==> src/rtl/div_pkg.sv <==
// Shared definitions for the keypad-to-divider sequencer: state encoding, error pattern, digit count.
// No logic; imported by div_seq_ctrl and div_seq_opreg.
// No flow control of its own.
package div_pkg;

  typedef enum logic [2:0] {
    S_A,
    S_B,
    S_START,
    S_WAIT,
    S_SHOW,
    S_ERR
  } state_t;

  // Wide enough for any supported 2*W display word; users slice the low bits.
  localparam logic [63:0] ERR_PATTERN = {64{1'b1}};

  function automatic int digits(input int w);
    return w / 4;
  endfunction

endpackage

==> src/rtl/div_seq_opreg.sv <==
// Hex digit shift register for one operand, with clear, load-enable and last-digit flag.
// nxt/last are combinational from this cycle's controls; val updates on the next clk.
// No backpressure: every ld is consumed in the cycle it is asserted.
module div_seq_opreg
  import div_pkg::*;
#(
  parameter int W  = 8,
  parameter int ND = W / 4
) (
  input  logic         clk,
  input  logic         rst,
  input  logic         clr,
  input  logic         ld,
  input  logic [3:0]   din,
  output logic [W-1:0] val,
  output logic [W-1:0] nxt,
  output logic         last
);

  localparam int CW = (ND > 1) ? $clog2(ND) : 1;

  logic [CW-1:0] cnt;
  logic [CW-1:0] cnt_nxt;
  logic [W-1:0]  base;
  logic [CW-1:0] base_cnt;

  // A clear together with a load restarts the operand with din as its first digit.
  always_comb begin
    base     = clr ? '0 : val;
    base_cnt = clr ? '0 : cnt;
    nxt      = base;
    cnt_nxt  = base_cnt;
    last     = 1'b0;
    if (ld) begin
      nxt     = (base << 4) | W'(din);
      last    = (base_cnt == CW'(ND - 1));
      cnt_nxt = last ? '0 : base_cnt + 1'b1;
    end
  end

  always_ff @(posedge clk) begin
    if (!rst) begin
      val <= '0;
      cnt <= '0;
    end else begin
      val <= nxt;
      cnt <= cnt_nxt;
    end
  end

endmodule

==> src/rtl/div_seq_ctrl.sv <==
// Keypad-to-divider sequencer: collects A then B, starts the divider, shows {Q,R} or FFFF on /0.
// Last B digit to div_start 2 cycles; div_done to disp_val 1 cycle. Optional DIV_SEQ_TIMEOUT_EN watchdog.
// Keys and clear are dropped while busy; the divider is never aborted.
module div_seq_ctrl
  import div_pkg::*;
#(
  parameter int W       = 8,
  parameter int TMO_CYC = 1024
) (
  input  logic           clk,
  input  logic           rst,
  input  logic           key_valid,
  input  logic [3:0]     key_code,
  input  logic           key_clr,
  output logic           div_start,
  output logic [W-1:0]   div_a,
  output logic [W-1:0]   div_b,
  input  logic           div_done,
  input  logic [W-1:0]   div_q,
  input  logic [W-1:0]   div_r,
  output logic [2*W-1:0] disp_val,
  output logic           busy,
  output logic           err
);

  localparam int ND = digits(W);

  state_t       state;
  logic [W-1:0] q_reg;
  logic [W-1:0] r_reg;
  logic [W-1:0] a_val, a_nxt, b_val, b_nxt;
  logic         a_last, b_last;
  logic         idle, restart, clr_both, a_ld, b_ld;

`ifdef DIV_SEQ_TIMEOUT_EN
  localparam int TC = $clog2(TMO_CYC + 1);
  logic [TC-1:0] tmo_cnt;
`endif

  assign idle     = (state == S_A) || (state == S_B) || (state == S_SHOW) || (state == S_ERR);
  assign restart  = (state == S_SHOW) || (state == S_ERR);
  assign clr_both = idle && (key_clr || (key_valid && restart));
  assign a_ld     = key_valid && !key_clr && ((state == S_A) || restart);
  assign b_ld     = key_valid && !key_clr && (state == S_B);

  div_seq_opreg #(.W(W), .ND(ND)) u_opa (
    .clk  (clk),
    .rst  (rst),
    .clr  (clr_both),
    .ld   (a_ld),
    .din  (key_code),
    .val  (a_val),
    .nxt  (a_nxt),
    .last (a_last)
  );

  div_seq_opreg #(.W(W), .ND(ND)) u_opb (
    .clk  (clk),
    .rst  (rst),
    .clr  (clr_both),
    .ld   (b_ld),
    .din  (key_code),
    .val  (b_val),
    .nxt  (b_nxt),
    .last (b_last)
  );

  always_ff @(posedge clk) begin
    if (!rst) begin
      state     <= S_A;
      div_start <= 1'b0;
      div_a     <= '0;
      div_b     <= '0;
      q_reg     <= '0;
      r_reg     <= '0;
      disp_val  <= '0;
      busy      <= 1'b0;
      err       <= 1'b0;
`ifdef DIV_SEQ_TIMEOUT_EN
      tmo_cnt   <= '0;
`endif
    end else begin
      div_start <= 1'b0;
      case (state)
        S_A: begin
          if (key_clr || key_valid) begin
            disp_val <= {a_nxt, b_nxt};
            if (!key_clr && a_last) state <= S_B;
          end
        end
        S_B: begin
          if (key_clr) begin
            state    <= S_A;
            disp_val <= {a_nxt, b_nxt};
          end else if (key_valid) begin
            if (b_last && (b_nxt == '0)) begin
              state    <= S_ERR;
              err      <= 1'b1;
              disp_val <= ERR_PATTERN[2*W-1:0];
            end else begin
              disp_val <= {a_nxt, b_nxt};
              if (b_last) begin
                state <= S_START;
                busy  <= 1'b1;
              end
            end
          end
        end
        S_START: begin
          div_start <= 1'b1;
          div_a     <= a_val;
          div_b     <= b_val;
          state     <= S_WAIT;
        end
        S_WAIT: begin
          if (div_done) begin
            q_reg    <= div_q;
            r_reg    <= div_r;
            disp_val <= {div_q, div_r};
            busy     <= 1'b0;
            state    <= S_SHOW;
`ifdef DIV_SEQ_TIMEOUT_EN
            tmo_cnt  <= '0;
`endif
          end
`ifdef DIV_SEQ_TIMEOUT_EN
          else if (tmo_cnt == TC'(TMO_CYC - 1)) begin
            state    <= S_ERR;
            err      <= 1'b1;
            busy     <= 1'b0;
            disp_val <= ERR_PATTERN[2*W-1:0];
            tmo_cnt  <= '0;
          end else begin
            tmo_cnt <= tmo_cnt + 1'b1;
          end
`endif
        end
        S_SHOW, S_ERR: begin
          // Q/R stay latched in q_reg/r_reg; a key here starts a fresh A.
          if (key_clr || key_valid) begin
            state    <= S_A;
            err      <= 1'b0;
            disp_val <= {a_nxt, b_nxt};
          end
        end
        default: state <= S_A;
      endcase
    end
  end

endmodule

==> config.mk <==
export PLATFORM = sky130hd
export DESIGN_NAME = div_seq_ctrl
export DESIGN_NICKNAME = d
export VERILOG_FILES = /design/src/rtl/div_pkg.sv /design/src/rtl/div_seq_opreg.sv /design/src/rtl/div_seq_ctrl.sv
export SDC_FILE = /design/constraint.sdc
export NUM_CORES = 1
export LEC_CHECK = 0
export CELL_PAD_IN_SITES_DETAIL_PLACEMENT = 0
export CELL_PAD_IN_SITES_GLOBAL_PLACEMENT = 2
export CORE_MARGIN = 10
export CORE_UTILIZATION = 26
export CTS_CLUSTER_DIAMETER = 120
export CTS_CLUSTER_SIZE = 14
export DETAILED_ROUTE_END_ITERATION = 10
export GPL_ROUTABILITY_DRIVEN = 0
export PLACE_DENSITY = 0.83
export SKIP_CTS_REPAIR_TIMING = 1
export SLEW_MARGIN = 15
export SYNTH_ARGS = -nofsm -noshare
export SYNTH_HDL_FRONTEND = slang
export SYNTH_HIERARCHICAL = 1
export SYNTH_SLANG_ARGS = --single-unit
==> constraint.sdc <==
create_clock -name clk -period 3.2 [get_ports clk]
set_clock_uncertainty 0.2 [all_clocks]
set_input_delay 0.8 -clock clk [delete_from_list [all_inputs] [get_ports clk]]
set_output_delay 0.8 -clock clk [all_outputs]
set_load 0.02 [all_outputs]
==> summary.txt <==
status = finished, final reports clean
final wirelength = 8040 um
kind of critical path = in2reg
Non-Filler Instances = 520
CTS max path bufs = 2
Die Wd = 121 um
DRC = 0
Avg Inst Size Synth = 8.50 um2
gr ovfl total = 0
crit path cell chain = clkdlybuf4s50_1 > nor2_2 > and3_4 > mux2i_4 > nor2_1 > nor4b_4 > buf_4 > nand3b_1 > buf_6 > o31a_1 > o2bb2ai_1
Min-Delay Path Class = reg2reg
sequential cell area fraction in the yosys report = 42.1%
max_cap viols = 0
post-route cell area = 3640 um2
core footprint = 9860 um2
#FFs+latches synth = 56
FP Rows = 36
area occupied by registers = 1120 um2
r2r endpoint = state[0]
cell area after synthesis = 2660 um2
Ys Warns = 6
Final Util = 36.9%
Critical Path Sink Type = flop
RR Startpoint = state[0]
Cells after Synth = 313
critical path required time = 3.25 ns
crit path max fanout = 7
htree depth = 2
number of cells on the worst reg-to-reg path = 10
Placed Area = 3490 um2
Place WS = -0.342 ns
Via density = 4.76
Worst Hold Slack = 0.259 ns
1st-iter DRT viols = 132
1st-pass router iterations = 4
setup TNS = 0 ns
worst skew pair latency = 0.32 ns
fraction of registers with async set/reset = 0%
fin crit period = 3.13 ns
slowest CP cell = clkdlybuf4s50_1
worst setup margin = 0.0691 ns
Inserted Clock Buffers = 5
first-pass GRT wire length = 12500 um
I/O Buffers = 59
final hold vios = 0
initial antenna violation count = 0
die area = 14700 um2
Fillers = 1037
wire per inst = 15.5 um
highest clock rate = 0.319 GHz
area grow syn2layout = 37.0%
Main synth FF type = dfxtp_1
Power Total = 1.24 mW
critical path's largest stage delay = 0.44 ns
Reg2Reg Setup Slack = 0.41 ns
placed cell count = 511
number of synthesized flops with an enable pin = 0
Detailed Place HPWL = 6130 um
layout cells sized above 1 = 17.1%
Min-Delay Endpoint = div_b[7]
io pins = 60
vias in the first global route = 2464
final setup fails = 0
Worst slew margin = 51.4%
die height = 121 um
Final ANT Viol Nets = 0
Tightest Pin Transition = 0.726 ns
Netlist cell types = 49
period utilisation layout = 97.8%
largest net degree at the start of global routing = 25
CTS Sinks = 56
Pins Over Slew Limit = 0
root buffer cell = clkbuf_8
area of the multi-input gates = 1430 um2
total number of vias = 2473
crit path DAT = 3.18 ns
Starting Density = 27.0%
CP startpoint kind = input pin
Total GRT Usage = 10.6%
worst IR drop on VDD = 0.000159 V
Lkg Pwr = 1.21 nW
TritonCTS clock tree = done
Inserted Diodes = 0
Nets = 413
Hold Path Origin = div_b[7]
Synth Net Count = 340
PwrDens = 340 nW/um2
Hold Path Depth = 2
clk slew on worst S/H paths = 0.10 ns
-- worst max path at each step --
stage / cells past startpoint / endpoint / slack, ns / start
2_1_floorplan: 10 / state[2] / 0.007 / key_clr
3_3_place_gp: 10 / state[2] / -0.30 / key_clr
3_5_place_dp: 11 / state[0] / -0.34 / key_clr
4_1_cts: 11 / state[0] / -0.03 / key_clr
5_1_grt: 12 / state[2] / -0.02 / key_valid
6_report: 11 / state[0] / 0.07 / key_clr
-- registers in the layout, indices dropped and copies added, names as in the netlist --
register / cells
disp_val: 16
u_opa/val: 8
div_a: 8
u_opb/val: 8
busy: 1
u_opb/cnt: 1
err: 1
state: 3
div_start: 1
div_b: 8
u_opa/cnt: 1
-- final cells by class --
class,instances,share of cell area (%)
multi-input cells,229,39.1
well taps,133,4.57
clock inverters,1,0.240
clock buffers,7,2.09
flip-flops and latches,56,30.8
inverters,4,0.412
repair buffers,90,22.8
-- kinds of logic (layout without fill, tap and decap cells) --
kind of cell / after synthesis / in the layout / share of synthesized area, %
buf+inv: 28 / 102 / 6.30
flops: 56 / 56 / 42.1
fa+ha+maj: 2 / 2 / 0.941
compound gates: 84 / 84 / 22.8
simple gates: 134 / 134 / 24.5
xor+xnor: 1 / 1 / 0.329
mux: 8 / 8 / 3.01
-- report_power, final --
part	total, mW	internal (mW)	switching (mW)
clock	0.392	0.157	0.235
combinational	0.136	0.0662	0.0701
sequential	0.711	0.705	0.00591
total	1.24	0.929	0.311
-- layout by cell type (no fill, tap or decap), types with 4 or more instances in the layout --
master and instances:
and2_1 4, buf_4 29, o21ai_0 17, nand2_1 68, a31oi_2 8, nand3_1 9, dfxtp_1 56, o211ai_1 8
o21ai_1 4, mux2i_1 4, nand2b_1 6, clkdlybuf4s50_1 59, nor3b_1 6, a22o_2 4, nor2_1 23, a21oi_1 18
clkbuf_8 5, o22ai_1 7
-- cells in the mapped netlist (all sizes together) (4+ instances only) --
library cell  number  area [um2]
nor2              25        93.8
a31oi             11         134
nand2b             6        37.5
o21ai             21         105
inv                4        15.0
mux2i              8        80.1
nand2             68         255
nand3              9        45.0
dfxtp             56        1120
o211ai             8        60.1
a21oi             19        95.1
a22o               7        66.3
buf               15         119
nor3b              6        45.0
o22ai              7        43.8
nor3               4        36.3
and2               4        25.0
clkbuf             9        33.8
-- layer usage --
metal | part of all wire [%] | GRT usage, % | vias to the layer above
met1 | 43 | 12.7 | 1169
li1 | - | - | 1242
met4 | 0.55 | 2.01 | 0
met3 | 5.6 | 3.07 | 5
met2 | 51 | 18.3 | 57
met5 | 0 | 0 | -
-- critical path, delay by kind of cell --
family,cells,cell delay [ns]
simple gates,5,0.97
buf+inv,3,0.77
compound gates,2,0.36
mux,1,0.26
No activity file was read; power rests on OpenSTA's default activity.
